<file path="config.mk">
export PLATFORM = sky130hd
export DESIGN_NAME = stim_seq_ctrl
export DESIGN_NICKNAME = d
export VERILOG_FILES = /design/src/rtl/stim_seq_ctrl.sv
export SDC_FILE = /design/constraint.sdc
export NUM_CORES = 1
export LEC_CHECK = 0
export BUFFER_PORTS_ARGS = -buffer_cell sky130_fd_sc_hd__buf_2
export CORE_AREA = 3 3 145 147
export DETAILED_ROUTE_END_ITERATION = 8
export DIE_AREA = 0 0 148 150
export PLACE_DENSITY = 0.78
export SLEW_MARGIN = 20
export SYNTH_ARGS = -nofsm -noshare
export SYNTH_HDL_FRONTEND = slang
export SYNTH_SLANG_ARGS = --single-unit
</file>
<file path="constraint.sdc">
create_clock -name clk -period 7.5 [get_ports clk]
set_input_delay 0.375 -clock clk [delete_from_list [all_inputs] [get_ports clk]]
set_output_delay 0.375 -clock clk [all_outputs]
set_load 0.05 [all_outputs]
</file>
<file path="src/rtl/stim_seq_ctrl.sv">
// -----------------------------------------------------------------------------
// stim_seq_ctrl
//
// Drives a programmable stimulus pattern into a sequence detector under test.
// A small step table holds {sel, val, dwell} per step. A run walks the first
// num_steps entries. Each step sets stim[sel] to val (the other stim bits keep
// their value) and then holds for max(dwell,1) cycles. Any det_match seen while
// the run is active (or in its finishing cycle) raises the sticky pass flag.
//
// Ports
//   clk        in   clock, rising edge
//   reset      in   synchronous, active-high reset
//   start      in   request to run the programmed sequence
//   abort      in   terminate the run in progress
//   cfg_we     in   step-table write enable (dropped while busy)
//   cfg_addr   in   step-table index
//   cfg_wdata  in   {sel[1:0], val, dwell[DWELL_W-1:0]}
//   num_steps  in   number of steps to run, sampled when start is accepted
//   det_match  in   match flag from the detector under test
//   stim       out  stimulus drive; bit k drives detector input i(k+1)
//   busy       out  run in progress (APPLY or HOLD)
//   done       out  one-cycle pulse at normal completion
//   step_idx   out  index of the current step
//   pass       out  sticky: det_match seen during the current or last run
//   fsm_state  out  debug view of the FSM state (IDLE=0 APPLY=1 HOLD=2 FINISH=3)
//
// Handshake: start is a level sampled on a rising edge while IDLE; it is
// accepted only when 1 <= num_steps <= MAX_STEPS, otherwise it has no effect.
// abort is sampled on a rising edge and acts only while busy.
// -----------------------------------------------------------------------------
module stim_seq_ctrl #(
    parameter int MAX_STEPS = 14,
    parameter int DWELL_W   = 12
) (
    input  logic               clk,
    input  logic               reset,
    input  logic               start,
    input  logic               abort,
    input  logic               cfg_we,
    input  logic [3:0]         cfg_addr,
    input  logic [DWELL_W+2:0] cfg_wdata,
    input  logic [3:0]         num_steps,
    input  logic               det_match,
    output logic [3:0]         stim,
    output logic               busy,
    output logic               done,
    output logic [3:0]         step_idx,
    output logic               pass,
    output logic [1:0]         fsm_state
);

    typedef enum logic [1:0] {
        S_IDLE   = 2'd0,
        S_APPLY  = 2'd1,
        S_HOLD   = 2'd2,
        S_FINISH = 2'd3
    } state_t;

    localparam logic [4:0] MAX_STEPS_W = 5'(MAX_STEPS);

    state_t state_q;
    state_t state_d;

    // Step table deliberately has no reset: a reset must not erase the program.
    logic [DWELL_W+2:0] table_q [MAX_STEPS];

    logic [3:0]         num_q;
    logic [DWELL_W-1:0] dwell_q;

    logic [DWELL_W+2:0] entry;
    logic [1:0]         entry_sel;
    logic               entry_val;
    logic [DWELL_W-1:0] entry_dwell;
    logic [DWELL_W-1:0] dwell_eff;

    logic start_ok;
    logic last_step;
    logic hold_last;
    logic table_wr;

    // ------------------------------------------------------------------
    // Decode of the entry for the current step
    // ------------------------------------------------------------------
    assign entry       = table_q[step_idx];
    assign entry_sel   = entry[DWELL_W+2:DWELL_W+1];
    assign entry_val   = entry[DWELL_W];
    assign entry_dwell = entry[DWELL_W-1:0];
    // A zero dwell behaves as a dwell of one so every step is observable.
    assign dwell_eff   = (entry_dwell == '0) ? DWELL_W'(1) : entry_dwell;

    assign start_ok  = start && (num_steps != 4'd0) && ({1'b0, num_steps} <= MAX_STEPS_W);
    assign last_step = (step_idx == (num_q - 4'd1));
    assign hold_last = (dwell_q == DWELL_W'(1));

    assign table_wr  = cfg_we && !busy && !reset && ({1'b0, cfg_addr} < MAX_STEPS_W);

    // ------------------------------------------------------------------
    // FSM: state register
    // ------------------------------------------------------------------
    always_ff @(posedge clk) begin
        if (reset) begin
            state_q <= S_IDLE;
        end else begin
            state_q <= state_d;
        end
    end

    // ------------------------------------------------------------------
    // FSM: next state and state-decoded outputs
    // ------------------------------------------------------------------
    always_comb begin
        state_d = state_q;
        busy    = 1'b0;
        done    = 1'b0;
        case (state_q)
            S_IDLE: begin
                // start wins over a simultaneous abort: abort only acts while busy.
                if (start_ok) begin
                    state_d = S_APPLY;
                end
            end
            S_APPLY: begin
                busy    = 1'b1;
                state_d = abort ? S_IDLE : S_HOLD;
            end
            S_HOLD: begin
                busy = 1'b1;
                // abort takes priority over the step advance.
                if (abort) begin
                    state_d = S_IDLE;
                end else if (hold_last) begin
                    state_d = last_step ? S_FINISH : S_APPLY;
                end
            end
            S_FINISH: begin
                done    = 1'b1;
                state_d = S_IDLE;
            end
            default: begin
                state_d = S_IDLE;
            end
        endcase
    end

    assign fsm_state = state_q;

    // ------------------------------------------------------------------
    // Datapath registers
    // ------------------------------------------------------------------
    always_ff @(posedge clk) begin
        if (reset) begin
            stim     <= 4'd0;
            step_idx <= 4'd0;
            pass     <= 1'b0;
            num_q    <= 4'd0;
            dwell_q  <= '0;
        end else begin
            // busy and done are both zero in IDLE, so the clear below on an
            // accepted start never competes with this set.
            if ((busy || done) && det_match) begin
                pass <= 1'b1;
            end
            case (state_q)
                S_IDLE: begin
                    if (start_ok) begin
                        num_q    <= num_steps;
                        step_idx <= 4'd0;
                        stim     <= 4'd0;
                        pass     <= 1'b0;
                    end
                end
                S_APPLY: begin
                    if (abort) begin
                        stim <= 4'd0;
                    end else begin
                        stim[entry_sel] <= entry_val;
                        dwell_q         <= dwell_eff;
                    end
                end
                S_HOLD: begin
                    if (abort) begin
                        stim <= 4'd0;
                    end else if (!hold_last) begin
                        dwell_q <= dwell_q - DWELL_W'(1);
                    end else if (!last_step) begin
                        step_idx <= step_idx + 4'd1;
                    end
                end
                default: begin
                end
            endcase
        end
    end

    // ------------------------------------------------------------------
    // Step table
    // ------------------------------------------------------------------
    always_ff @(posedge clk) begin
        if (table_wr) begin
            table_q[cfg_addr] <= cfg_wdata;
        end
    end

endmodule

</file>
**After elaboration in Yosys (flattened, before gate mapping)**

Memory sizes are Yosys's and may differ from the RTL's. A register that Yosys moved wholly into a read port is not among the register bits.
Cells that the tools add are included.

- Latch bits: 0
- Output and inout port bits: 13
- Bits in writable memories: 210
- Input bits: 29
- Memory bits (read-only): 0
- Flip-flop bits (word level): 27
- Memories: 1

Memories:

| name | depth | bits a word | read ports | clocked after Yosys merged registers in | wr ports | line | text |
|---|---|---|---|---|---|---|---|
| table_q | 14 | 15 | 1 | 1 | 1 | 65 | `logic [DWELL_W+2:0] table_q [MAX_STEPS];` |

- Shift-type cells: 0
- Multiplexer cells: 31
- Order comparisons: 4
- Bitwise gates (word level): 0
- Eq/ne operators: 13
- Reduce and logical (&&, ||, !) cells: 22
- Add/subtract/negate cells: 3
- $mul: 0
- Divide/modulo/power cells: 0

Operators with widths:

| cell | count |
|---|---|
| two-way mux 12 bit | 4 |
| two-way mux 4 bit | 8 |
| case mux 12 bit (2 select lines) | 1 |
| != test 2 bit (second input constant) | 7 |
| equality test 12 x 1 -> 1 bit (second input constant) | 1 |
| zero test 12 bit | 1 |
| case mux 4 bit (3 select lines) | 1 |
| subtractor 12 x 1 -> 12 bit (second input constant) | 1 |
| two-way mux 2 bit | 5 |
| two-way mux 1 bit | 8 |
| case mux 2 bit (4 select lines) | 1 |
| case mux 4 bit (2 select lines) | 1 |
| logical AND 1 bit | 7 |
| AND reduction 5 bit | 1 |
| adder 4 x 1 -> 4 bit (second input constant) | 1 |
| bitwise mux 4 bit | 1 |
| equality test 2 bit (second input constant) | 2 |
| equality test 4 bit | 1 |
| <= comparator 4 bit (second input constant) | 1 |
| < comparator 4 bit (second input constant) | 1 |
| AND reduction 2 bit | 2 |
| AND reduction 4 bit | 1 |
| nonzero test 2 bit | 2 |
| nonzero test 4 bit | 1 |
| other kinds (12) | 13 |

**Logic depth before layout (Yosys ltp)**

Gate-level depths: netlist (run 1).

- Depth in word-level cells: 9
- Depth in mapped cells: 9
- Depth with buffers taken out: 8

**Worst setup path before layout (run 1)**

Ideal clock, no wire load.

- Path type: register -> register
- Start: register state_q[0] (netlist: fsm_state[0])
- End: memory table_q[0][0] in the netlist's numbering (enable)
- Library setup time: 0.406 ns
- Required time: 7.094 ns
- Buffers on the path: 0
- Arrival time: 3.101 ns
- Clock period less this slack: 3.507 ns
- Cell stages (with the launch flop): 7
- Setup slack: 3.993 ns
- Cells stage by stage: dfxtp_1 > inv_1 > ha_1 > nor3b_1 > nor2b_1 > nand2b_1 > nor3_1

- Word-level cells in the longest chain between the ends: 9
- Elaborated cells between the ends (all ways): 10
- Classes of those cells: 2 x eq/ne; 3 x mux; 5 x reduce/logical

Ends and longest elaborated chain:

| what | line | text |
|---|---|---|
| from (decl) | 61 | `state_t state_q;` |
| from (signal assigned) | 104 | `state_q <= state_d;` |
| equality test 2 bit / equality test 2 x 1 -> 1 bit (equally long branches) | 115 | `case (state_q)` |
| OR reduction 2 bit (no source line) * | n/a |  |
| two-way mux 1 bit * | 115 |  |
| via busy | 45 | `output logic busy,` |
| zero test 1 bit * | 95 | `assign table_wr = cfg_we && !busy && !reset && ({1'b0, cfg_addr} < MAX_STEPS_W);` |
| logical AND 1 bit * (3 in a row) | 95 |  |
| two-way mux 1 bit * | 199 | `if (table_wr) begin` |
| two-way mux 1 bit (implied by the code) * | 200 | `table_q[cfg_addr] <= cfg_wdata;` |
| to (decl) | 65 |  |

The timed path passes the listed nets; every way through them passes the cells marked *.

==> Implementation_results.wiki, run 1 <==
{| class="wikitable"
! Metric !! Value
|-
| Status || completed
|-
| Initial antenna violation count || 2
|-
| Die ar. || 0.02220 mm2
|-
| Vert. Die Dim || 150 um
|-
| Max-cap viol count || 0
|-
| Fraction of registers with async set/reset || 0%
|-
| Largest net degree at the start of global routing || 52
|-
| Type of the most critical hold path || in2reg
|-
| Max Fanout on Critical Path || 51
|-
| Gr ovfl total || 0
|-
| Instance count along the most critical hold path || 3
|-
| Global-route wire length before repair || 32300 um
|-
| Drt first-iter violations || 550
|-
| Logic pwr share || 4.9%
|-
| Final critical-path share of the clock period || 41.80%
|-
| Most frequently used flop master after synthesis || edfxtp_1
|-
| Commonest cells after routing, fill and taps aside || 210 x edfxtp_1, 46 x mux4_2, 41 x buf_2, 32 x a21oi_1, 29 x dfxtp_1
|-
| Power share of the clock group || 40.3%
|-
| Cell taking the most area after synthesis || edfxtp_1
|-
| Routability congestion estimate || 0.8681
|-
| Die width || 148 um
|-
| Worst slew pin tran || 1.057 ns
|-
| Post-synthesis to final-layout area growth || 13.24%
|-
| Sequential fraction of the synthesis area || 70.37%
|-
| Drt wl/cell || 22.58 um
|-
| Setup repair after global routing missed its margin || no
|-
| Number of hold buffers added after CTS || 0
|-
| Worst endpoint data arrival time || 3.54 ns
|-
| Worst path required time || 7.91 ns
|-
| Post-synth top area share || 64.07%
|-
| Final WL || 20910 um
|-
| FP Rows || 52
|-
| Final setup violating endpoints || 0
|-
| Cells after Synth || 579
|-
| Crit path launch type || flop
|-
| Reg clk slew, reported paths || 0.06 ns
|-
| Core region area || 0.02004 mm2
|-
| Setup skew after layout || 0.01592 ns
|-
| First-pass iteration count of the detailed router || 5
|-
| Commonest non-fill, non-tap cell in the layout || edfxtp_1
|-
| Count of buffers added by post-CTS timing repair for setup || 0
|-
| Synth Warn # || 0
|-
| Final critical-path required period || 3.135 ns
|-
| Ranking of synthesized cells by area || edfxtp_1 64%, mux4_2 11%, dfxtp_1 6.3%, mux2i_1 2.1%, mux2_2 1.9%
|-
| Remaining design rule violation count || 0
|-
| Share of layout cells above drive strength 1 || 26.15%
|-
| Effective utilization at floorplan || 49.12%
|-
| Cells on worst reg2reg path || 7
|-
| Setup Crit Path Kind || reg2reg
|-
| Number of levels in the clock H-tree || 1
|-
| Post-cts sizing count || 0
|-
| Psw || 0.5698 mW
|-
| Total power draw || 2.707 mW
|-
| Total CTS buffers || 25
|-
| Net count after synthesis || 618
|-
| Worst setup EP type || flop
|-
| Final Slew Violations || 0
|-
| Number of routed nets with antenna violations || 0
|-
| Post-detailed-route via-to-cell ratio || 5.983
|-
| Setup tns final || 0 ns
|-
| Area of the mapped netlist || 0.009843 mm2
|-
| Overall track demand over capacity in global routing || 18.81%
|-
| Leakage dissipation || 3.609 nW
|-
| Reg-to-reg setup timing slack || 4.36 ns
|-
| Count of final hold-check violations || 0
|-
| Number of synthesized register bits || 241
|-
| Number of fill cells in the layout || 1534
|-
| Clock insertion delay at the later pin of the skew report || 0.51 ns
|-
| Library cells used by synthesis || 52
|-
| Clock Tree Buf Depth || 3
|-
| Clock root buffer || clkbuf_16
|-
| Worst slew margin relative to its limit || 29.25%
|-
| Sequential share of power || 54.8%
|-
| Total clock sinks || 241
|-
| Power Density || 242.9 mW/mm2
|-
| Switching fraction of total power || 21.05%
|-
| Ports || 42
|-
| NumNets Final || 676
|-
| Vias in the first global route || 5684
|-
| Vias after detailed routing || 5540
|-
| Peak ir drop on the vdd network || 0.0001759 V
|-
| Port Buffer Count || 41
|-
| Peak Freq || 0.3190 GHz
|-
| CTS tree || built
|-
| Half-perimeter wire length of the detailed placement result || 13240 um
|-
| Number of enable flip-flop cells after synthesis || 210
|-
| Average instance area after synthesis || 17.00 um2
|-
| Internal Dissipation || 2.137 mW
|}
per-stage QoR:
step,instance area [um2],setup WS (ns),hold WS (ns),std cells,util (%)
detailed placement,10430,4.380,0.4798,880,52.02
finish,11150,4.365,0.1372,926,55.63
CTS,11140,4.354,0.1239,924,55.60
global route,11150,4.144,0.1404,926,55.63
floorplan,9843,3.993,0.4731,579,-
global placement,10410,4.328,0.4579,879,51.94
synthesized netlist by cell type (all sizes together) (3+ instances only):
master / count
buf: 9
a22oi: 3
a31oi: 3
o22ai: 14
a211oi: 6
nor2b: 4
dfxtp: 31
inv: 11
edfxtp: 210
a21o: 3
or4: 5
ha: 10
nor4: 3
nand2: 25
a21oi: 32
nand2b: 8
or2: 3
mux4: 46
mux2i: 21
mux2: 17
o21ai: 14
nor3: 12
o31ai: 3
a21boi: 3
nand4: 4
nor2: 27
clkbuf: 18
nand3: 4
xor2: 4
or3: 6
area by class of cell:
cell class / instances / area (um2) / area share (%)
flip-flops and latches: 241 / 6934 / 62.21
multi-input cells: 300 / 2775 / 24.90
clock buffers: 35 / 673.1 / 6.039
diodes: 2 / 5.005 / 0.04490
repair buffers: 58 / 336.6 / 3.019
clock inverters: 9 / 43.79 / 0.3929
inverters: 11 / 41.29 / 0.3704
well taps: 270 / 337.8 / 3.031
final timing paths:
kind	startpoint	to
hold reg to reg	stim[1]	stim[1]
hold / removal	num_steps[1]	num_q[1]
setup reg to reg	flop	dwell_q[0]
setup / recovery	flop	dwell_q[0]
power groups by stage:
stage / logic, mW / registers [mW] / clock network [mW]
floorplan: 0.0766 / 1.51 / 0
global placement: 0.123 / 1.51 / 0
detailed placement: 0.130 / 1.51 / 0
CTS: 0.131 / 1.48 / 1.11
global route: 0.145 / 1.48 / 1.16
finish: 0.133 / 1.48 / 1.09
critical path, cell delays in order (launching register included):
cell and delay [ns]:
dfxtp_4 0.43, buf_4 0.76, mux4_2 0.61, mux2i_1 0.23
a21oi_1 0.16, nor4_1 0.36, a31oi_1 0.16, a2111oi_2 0.28
routing by layer:
layer	GRT usage (%)	vias up	share of wire (%)
met5	0	-	0
met4	6.143	0	2.8
met3	3.271	48	7.0
met2	30.99	263	48
met1	25.77	2804	42
li1	-	2425	-
sequential cells by signal, indices dropped and copies added, names as in the netlist, named ones only:
name	flops
table_q	210
dwell_q	12
num_q	4
step_idx	4
stim	4
fsm_state	2
pass	1
kinds of logic (layout without fill, tap and decap cells):
family,Yosys count,in the layout,synth area share (%)
muxes,84,84,14.61
buffers and inverters,38,113,1.665
AOI/OAI and AO/OA,91,91,5.771
other,0,2,0
xor gates and xnor gates,6,6,0.5339
DFF,241,241,70.37
adders and majority gates,10,10,1.271
and+or+nand+nor,109,109,5.784
No activity file was read; power rests on OpenSTA's default activity.
==> run 2, diff against run 1 <==
--- a/config.mk
+++ b/config.mk
@@ -9,7 +9,7 @@
 export CORE_AREA = 3 3 145 147
 export DETAILED_ROUTE_END_ITERATION = 8
 export DIE_AREA = 0 0 148 150
-export PLACE_DENSITY = 0.78
+export PLACE_DENSITY = 0.8
 export SLEW_MARGIN = 20
 export SYNTH_ARGS = -nofsm -noshare
 export SYNTH_HDL_FRONTEND = slang
==> constraint.sdc (replaced) <==
create_clock -name clk -period 2.8 [get_ports clk]
set_input_delay 0.14 -clock clk [delete_from_list [all_inputs] [get_ports clk]]
set_output_delay 0.14 -clock clk [all_outputs]
set_load 0.05 [all_outputs]
==> run 2 against run 1 <==
Register-to-register slack got worse by 4.2 ns. Die area did not move. First-iteration DRC count fell by 22%. Via count barely moved. Core utilization rose by 2.1 points. Flip-flop and latch count did not move. Wire length rose by 0.86%. Total power rose to 2.8 times the previous value. Global-route usage rose by 0.22 points. Critical path depth fell by 1. Combinational power rose to 2.8 times the previous value. Count of clock-buffer cells in the layout did not move. Largest cell class unchanged. Highest routed layer unchanged.
==> Implementation_results.wiki, run 2 (synthesis gave the netlist of run 1 again) <==
{| class="wikitable"
! Metric !! Value
|-
| Gr ovfl total || 0 (unchanged)
|-
| Final critical-path required period || 2.592 ns (was 3.135 ns)
|-
| Total clock sinks || 241 (unchanged)
|-
| Clock insertion delay at the later pin of the skew report || 0.51 ns (about the same)
|-
| Crit-path most repeated cell || or4_4
|-
| Power share of the clock group || 42.6% (was 40.3%)
|-
| Remaining design rule violation count || 0 (unchanged)
|-
| Worst endpoint data arrival time || 2.96 ns (was 3.54 ns)
|-
| Critical-path cell with the highest stage delay || or4_4 (was buf_4)
|-
| Worst slew margin relative to its limit || 43.39% (was 29.25%)
|-
| Peak ir drop on the vdd network || 0.0004941 V (was 0.0001759 V)
|-
| Vert. Die Dim || 150 um (unchanged)
|-
| Setup Slack @ Placement || 0.1923 ns (was 4.380 ns)
|-
| Post-detailed-route via-to-cell ratio || 5.817 (was 5.983)
|-
| Hold_ws || 0.009555 ns (was 0.1372 ns)
|-
| Worst setup EP type || flop (unchanged)
|-
| ANT cells || 0 (was 2)
|-
| Core region area || 0.02004 mm2 (unchanged)
|-
| FP Rows || 52 (unchanged)
|-
| Port Buffer Count || 41 (unchanged)
|-
| Die ar. || 0.02220 mm2 (unchanged)
|-
| Number of routed nets with antenna violations || 0 (unchanged)
|-
| Total CTS buffers || 25 (unchanged)
|-
| Die width || 148 um (unchanged)
|-
| Largest net degree at the start of global routing || 34 (was 52)
|-
| Global-route wire length before repair || 32530 um (was 32300 um)
|-
| Crit path launch type || flop (unchanged)
|-
| Commonest non-fill, non-tap cell in the layout || edfxtp_1 (unchanged)
|-
| Clock root buffer || clkbuf_16 (unchanged)
|-
| Share of layout cells above drive strength 1 || 28.70% (was 26.15%)
|-
| Final setup violating endpoints || 0 (unchanged)
|-
| NumNets Final || 705 (was 676)
|-
| Effective utilization at floorplan || 49.12% (unchanged)
|-
| Worst slew pin tran || 0.8452 ns (was 1.057 ns)
|-
| Logic pwr share || 5.0% (was 4.9%)
|-
| Drt wl/cell || 22.13 um (was 22.58 um)
|-
| Final Slew Violations || 0 (unchanged)
|-
| Setup tns final || 0 ns (unchanged)
|-
| Reg-to-reg setup timing slack || 0.21 ns (was 4.36 ns)
|-
| Half-perimeter wire length of the detailed placement result || 13650 um (was 13240 um)
|-
| CTS tree || built (unchanged)
|-
| Crit path setup slack, layout || 0.2075 ns (was 4.365 ns)
|-
| Final critical-path share of the clock period || 92.59% (was 41.80%)
|-
| Routability congestion estimate || 0.8550 (was 0.8681)
|-
| Max Fanout on Critical Path || 7 (was 51)
|-
| Ports || 42 (unchanged)
|-
| Initial antenna violation count || 0 (was 2)
|-
| Most flop-heavy register || table_q (unchanged)
|-
| Final Non-Filler Cells || 953 (was 926)
|-
| Drt first-iter violations || 431 (was 550)
|-
| Setup skew after layout || 0.006687 ns (was 0.01592 ns)
|-
| Maximum cell stage delay along the critical path || 0.60 ns (was 0.76 ns)
|-
| Vias after detailed routing || 5544 (was 5540)
|-
| Setup Crit Path Kind || reg2reg (unchanged)
|-
| Count of final hold-check violations || 0 (unchanged)
|-
| Count of buffers added by post-CTS timing repair for setup || 0 (unchanged)
|-
| Leakage dissipation || 3.807 nW (was 3.609 nW)
|-
| Worst path required time || 3.17 ns (was 7.91 ns)
|-
| Internal Dissipation || 6.003 mW (was 2.137 mW)
|-
| Commonest cells after routing, fill and taps aside || 210 x edfxtp_1, 46 x mux4_2, 41 x buf_2, 32 x a21oi_1, 27 x dfxtp_1 (was 210 x edfxtp_1, 46 x mux4_2, 41 x buf_2, 32 x a21oi_1, 29 x dfxtp_1)
|-
| First-pass iteration count of the detailed router || 5 (unchanged)
|-
| Setup repair after global routing missed its margin || no (unchanged)
|-
| Reg clk slew, reported paths || 0.06 ns (about the same)
|-
| Sequential share of power || 52.5% (was 54.8%)
|-
| Overall track demand over capacity in global routing || 19.03% (was 18.81%)
|-
| Max-cap viol count || 0 (unchanged)
|-
| Vias in the first global route || 5817 (was 5684)
|-
| Number of levels in the clock H-tree || 1 (unchanged)
|-
| Clock Tree Buf Depth || 3 (unchanged)
|-
| Peak Freq || 0.3857 GHz (was 0.3190 GHz)
|-
| Largest register FFs || 210 (unchanged)
|-
| Post-synthesis to final-layout area growth || 17.62% (was 13.24%)
|-
| Status || completed (unchanged)
|-
| Final WL || 21090 um (was 20910 um)
|-
| Largest regs || table_q (210), dwell_q (12) (unchanged)
|-
| Psw || 1.566 mW (was 0.5698 mW)
|-
| Crit path cell chain || or4_4, nor3_4, nand2_2, or4_4, or2_2, a21oi_1 (was buf_4, mux4_2, mux2i_1, a21oi_1, nor4_1, a31oi_1, a2111oi_2)
|-
| Type of the most critical hold path || in2reg (unchanged)
|-
| Power Density || 653.8 mW/mm2 (was 242.9 mW/mm2)
|-
| Switching fraction of total power || 20.69% (was 21.05%)
|-
| # placed instances || 896 (was 880)
|}
run 2: power groups by stage:
stage / sequential (mW) / combinational [mW] / clock [mW]
3_3_place_gp: 4.04 / 0.338 / 0
5_1_grt: 3.98 / 0.411 / 3.40
4_1_cts: 3.97 / 0.373 / 3.26
3_5_place_dp: 4.05 / 0.357 / 0
2_1_floorplan: 4.06 / 0.208 / 0
6_report: 3.97 / 0.375 / 3.22
run 2: final timing paths:
check | from | end | depth (start not counted)
setup / recovery | dwell_q[6] | flop | 6
hold / removal | cfg_wdata[2] | table_q[11][2] | 1
setup reg to reg | dwell_q[6] | flop | 6
hold reg to reg | stim[3] | stim[3] | 2
run 2: area by class of cell:
class                           count  area [um2]
Clock inverter                      9       125.1
Inverter                           11       41.29
Tap cell                          270       337.8
Fill cell                        1510        8462
Timing Repair Buffer               87       670.6
Multi-Input combinational cell    300        2805
Clock buffer                       35       663.1
Sequential cell                   241        6934
run 2: worst max-delay path, delay by kind of cell (launching register included):
kind / cells / cell delay [ns]
compound gates: 1 / 0.35
flops: 1 / 0.38
simple gates: 5 / 1.72
run 2: layer usage:
metal | GRT usage [%] | vias up | wire, um
met2 | 32.34 | 174 | 10560
met3 | 3.816 | 44 | 1367
met5 | 0 | - | 0
li1 | - | 2493 | -
met1 | 25.03 | 2833 | 8697
met4 | 5.866 | 0 | 465
run 2: repair_timing:
| action | CTS | global route |
|---|---|---|
| gates resized for setup | 0 | 1 |
| endpoints found under the hold margin | 104 | 0 |
| hold buffers | 13 | 0 |
| setup endpoints to repair | 0 | 37 |
run 2: per-stage QoR:
stage | util (%) | power (mW) | area (um2)
2_1_floorplan | - | 4.264 | 9893
3_3_place_gp | 53.17 | 4.382 | 10650
3_5_place_dp | 53.17 | 4.404 | 10650
4_1_cts | 57.75 | 7.609 | 11570
5_1_grt | 57.77 | 7.787 | 11580
6_report | 57.77 | 7.569 | 11580
==> run 3, diff against run 2 <==
--- a/config.mk
+++ b/config.mk
@@ -5,11 +5,12 @@
 export SDC_FILE = /design/constraint.sdc
 export NUM_CORES = 1
 export LEC_CHECK = 0
+export ABC_AREA = 1
 export BUFFER_PORTS_ARGS = -buffer_cell sky130_fd_sc_hd__buf_2
-export CORE_AREA = 3 3 145 147
+export CORE_AREA = 3 3 149 151
 export DETAILED_ROUTE_END_ITERATION = 8
-export DIE_AREA = 0 0 148 150
-export PLACE_DENSITY = 0.8
+export DIE_AREA = 0 0 152 154
+export PLACE_DENSITY = 0.81
 export SLEW_MARGIN = 20
 export SYNTH_ARGS = -nofsm -noshare
 export SYNTH_HDL_FRONTEND = slang
==> run 3 against run 2 <==
Register-to-register slack better by 0.34 ns. Highest routed layer unchanged. Largest power group unchanged. Via count up 34%. First-iteration DRC count up 110%. Clock power up 2%.
==> Implementation_results.wiki, run 3 <==
{| class="wikitable"
! Metric !! Value
|-
| Status || completed (unchanged)
|-
| Commonest cells after routing, fill and taps aside || 288 x nand2_1, 210 x edfxtp_1, 93 x nor2_1, 88 x nand3_1, 70 x inv_1 (was 210 x edfxtp_1, 46 x mux4_2, 41 x buf_2, 32 x a21oi_1, 27 x dfxtp_1)
|-
| Port Buffer Count || 41 (unchanged)
|-
| Routability congestion estimate || 0.8324 (was 0.8550)
|-
| Ports || 42 (unchanged)
|-
| Final critical-path share of the clock period || 80.56% (was 92.59%)
|-
| Number of hold buffers added after CTS || 8 (was 13)
|-
| Setup repair after global routing missed its margin || no (unchanged)
|-
| Die width || 152 um (was 148 um)
|-
| Synth Warn # || 0 (unchanged)
|-
| Post-detailed-route via-to-cell ratio || 5.513 (was 5.817)
|-
| Dominant cell by count in the synthesized netlist || nand2_1 (was edfxtp_1)
|-
| Final critical-path required period || 2.256 ns (was 2.592 ns)
|-
| Initial antenna violation count || 0 (unchanged)
|-
| Internal Dissipation || 6.238 mW (was 6.003 mW)
|-
| Final Non-Filler Cells || 1349 (was 953)
|-
| Worst slew margin relative to its limit || 48.20% (was 43.39%)
|-
| Sequential share of power || 47.7% (was 52.5%)
|-
| Setup Crit Path Kind || reg2reg (unchanged)
|-
| Vert. Die Dim || 154 um (was 150 um)
|-
| Peak ir drop on the vdd network || 0.0005708 V (was 0.0004941 V)
|-
| Power share of the clock group || 39.2% (was 42.6%)
|-
| ANT cells || 0 (unchanged)
|-
| Hold_ws || 0.01054 ns (was 0.009555 ns)
|-
| Setup skew after layout || 0.01510 ns (was 0.006687 ns)
|-
| Logic pwr share || 13.1% (was 5.0%)
|-
| Post-cts sizing count || 0 (unchanged)
|-
| Effective utilization at floorplan || 50.00% (was 49.12%)
|-
| Most frequently used flop master after synthesis || edfxtp_1 (unchanged)
|-
| Area of the mapped netlist || 0.01048 mm2 (was 0.009843 mm2)
|-
| Count of final hold-check violations || 0 (unchanged)
|-
| Crit path cell chain || inv_1, ha_1, nor2_1, nand2_1, a31oi_1, nand2_1, nor2_1, buf_4 (was or4_4, nor3_4, nand2_2, or4_4, or2_2, a21oi_1)
|-
| Max-cap viol count || 0 (unchanged)
|-
| Drt wl/cell || 18.05 um (was 22.13 um)
|-
| Net count after synthesis || 1045 (was 618)
|-
| # placed instances || 1295 (was 896)
|-
| Clock Tree Buf Depth || 3 (unchanged)
|-
| Switching fraction of total power || 25.76% (was 20.69%)
|-
| Critical-path cell with the highest stage delay || dfxtp_1 (was or4_4)
|-
| Crit-path leading delay family || simple AND/OR/NAND/NOR gates (unchanged)
|-
| Post-synthesis to final-layout area growth || 12.46% (was 17.62%)
|-
| Power Density || 713.1 mW/mm2 (was 653.8 mW/mm2)
|-
| Cell taking the most area after synthesis || edfxtp_1 (unchanged)
|-
| Largest regs || table_q (210), dwell_q (12) (unchanged)
|-
| Final Slew Violations || 0 (unchanged)
|-
| Number of enable flip-flop cells after synthesis || 210 (unchanged)
|-
| Drt first-iter violations || 899 (was 431)
|-
| Commonest non-fill, non-tap cell in the layout || nand2_1 (was edfxtp_1)
|-
| Count of buffers added by post-CTS timing repair for setup || 0 (unchanged)
|-
| Psw || 2.164 mW (was 1.566 mW)
|-
| Leakage dissipation || 4.640 nW (was 3.807 nW)
|-
| Worst endpoint data arrival time || 2.47 ns (was 2.96 ns)
|-
| Die ar. || 0.02341 mm2 (was 0.02220 mm2)
|-
| Type of the most critical hold path || in2reg (unchanged)
|-
| Most frequent cells after synthesis || 288 x nand2_1, 210 x edfxtp_1, 98 x nor2_1 (was 210 x edfxtp_1, 46 x mux4_2, 32 x a21oi_1)
|-
| Final standard cell utilization of the core || 56.23% (was 57.77%)
|-
| Sequential fraction of the synthesis area || 66.11% (was 70.37%)
|-
| Crit path launch type || flop (unchanged)
|-
| Worst slew pin tran || 0.7761 ns (was 0.8452 ns)
|-
| Gr ovfl total || 0 (unchanged)
|-
| Clock root buffer || clkbuf_16 (unchanged)
|-
| Most flop-heavy register || table_q (unchanged)
|-
| Remaining design rule violation count || 0 (unchanged)
|-
| Ranking of synthesized cells by area || edfxtp_1 60%, nand2_1 10%, dfxtp_1 5.9%, nand3_1 4.2%, nor2_1 3.5% (was edfxtp_1 64%, mux4_2 11%, dfxtp_1 6.3%, mux2i_1 2.1%, mux2_2 1.9%)
|-
| Final WL || 24350 um (was 21090 um)
|-
| Worst setup EP type || flop (unchanged)
|-
| Vias in the first global route || 6970 (was 5817)
|-
| Core region area || 0.02096 mm2 (was 0.02004 mm2)
|-
| Share of layout cells above drive strength 1 || 11.08% (was 28.70%)
|-
| Average instance area after synthesis || 10.42 um2 (was 17.00 um2)
|-
| Vias after detailed routing || 7437 (was 5544)
|-
| FP Rows || 53 (was 52)
|-
| Total CTS buffers || 25 (unchanged)
|-
| Final setup violating endpoints || 0 (unchanged)
|-
| Max Fanout on Critical Path || 15 (was 7)
|-
| Worst path buffer plus inverter count || 2 (was 0)
|-
| Number of synthesized register bits || 241 (unchanged)
|-
| Worst path required time || 3.01 ns (was 3.17 ns)
|-
| Global-route wire length before repair || 37950 um (was 32530 um)
|-
| Cells after Synth || 1006 (was 579)
|-
| Library cells used by synthesis || 39 (was 52)
|-
| Number of levels in the clock H-tree || 1 (unchanged)
|-
| NumNets Final || 1094 (was 705)
|-
| CTS tree || built (unchanged)
|-
| Number of routed nets with antenna violations || 0 (unchanged)
|-
| Clock insertion delay at the later pin of the skew report || 0.53 ns (was 0.51 ns)
|-
| Reg clk slew, reported paths || 0.06 ns (about the same)
|-
| Total clock sinks || 241 (unchanged)
|-
| Post-synth top area share || 60.19% (was 64.07%)
|-
| First-pass iteration count of the detailed router || 5 (unchanged)
|-
| Largest net degree at the start of global routing || 96 (was 34)
|-
| Largest register FFs || 210 (unchanged)
|-
| Fraction of registers with async set/reset || 0% (unchanged)
|-
| Overall track demand over capacity in global routing || 20.49% (was 19.03%)
|-
| Number of fill cells in the layout || 1719 (was 1510)
|-
| Peak Freq || 0.4433 GHz (was 0.3857 GHz)
|-
| Half-perimeter wire length of the detailed placement result || 14920 um (was 13650 um)
|-
| Maximum cell stage delay along the critical path || 0.44 ns (was 0.60 ns)
|}
## run 3: changes by cell type in the layout (fill, tap and decap cells not counted), sizes merged, moves of 13 or more
cell	before	now
nor2	27	99
nand2	25	289
o21ai	14	65
mux2i	21	0
mux4	46	0
buf	74	61
inv	12	77
nand3	4	89
mux2	17	0
## run 3: metrics by stage
step | total power [mW] | setup WS [ns] | TNS [ns] | instance area, um2
detailed placement | 5.153 | 0.6145 | 0 | 10880
finish | 8.402 | 0.5442 | 0 | 11780
global placement | 5.127 | 0.7056 | 0 | 10880
CTS | 8.424 | 0.5790 | 0 | 11780
floorplan | 4.892 | -0.1542 | -11.10 | 10490
global route | 8.738 | 0.2980 | 0 | 11780
## run 3: power by group through the flow
stage                     Clock (mW)  Combinational, mW  Sequential (mW)
after floorplan                    0              0.790             4.10
after global placement             0               1.05             4.08
after detailed placement           0               1.07             4.08
after CTS                       3.33               1.09             4.01
after global routing            3.49               1.23             4.01
final                           3.30               1.10             4.01
## run 3: path summary, 6_finish.rpt
path / start / end / slack [ns] / cells past startpoint
hold / removal: cfg_wdata[7] / table_q[5][7] / 0.01 / 1
setup / recovery: fsm_state[1] / table_q[2][11] / 0.54 / 8
hold reg to reg: stim[3] / stim[3] / 0.45 / 2
setup reg to reg: fsm_state[1] / table_q[2][11] / 0.54 / 8
## run 3: cell type report
cell class                      count  area, um2  share of cell area, %
Sequential cell                   241       6929                  58.81
Timing Repair Buffer               69      460.4                  3.908
Clock buffer                       31      658.1                  5.586
Inverter                           76      287.8                  2.442
Multi-Input combinational cell    642       2940                  24.95
Clock inverter                     15      162.7                  1.380
Tap cell                          275      344.1                  2.920
## run 3: logic make-up after synthesis
kind of cell,count (synthesis),share of synthesized area [%]
DFF,241,66.11
xor gates and xnor gates,10,0.8360
buffers and inverters,123,5.947
AOI/OAI and AO/OA,133,6.878
adders and majority gates,10,1.194
and+or+nand+nor,489,19.04
## run 3: worst register-to-register path, cell delays in order (launching register included)
cell and delay [ns]:
dfxtp_1 0.44, inv_1 0.12, ha_1 0.30, nor2_1 0.23, nand2_1 0.12, a31oi_1 0.21
nand2_1 0.14, nor2_1 0.11, buf_4 0.27
## run 3: per-layer routing
metal  GRT usage, %  wire length [um]
met5              0                 0
met4          5.693               621
met3          4.447              2425
met2          32.09             11080
met1          29.28             10220
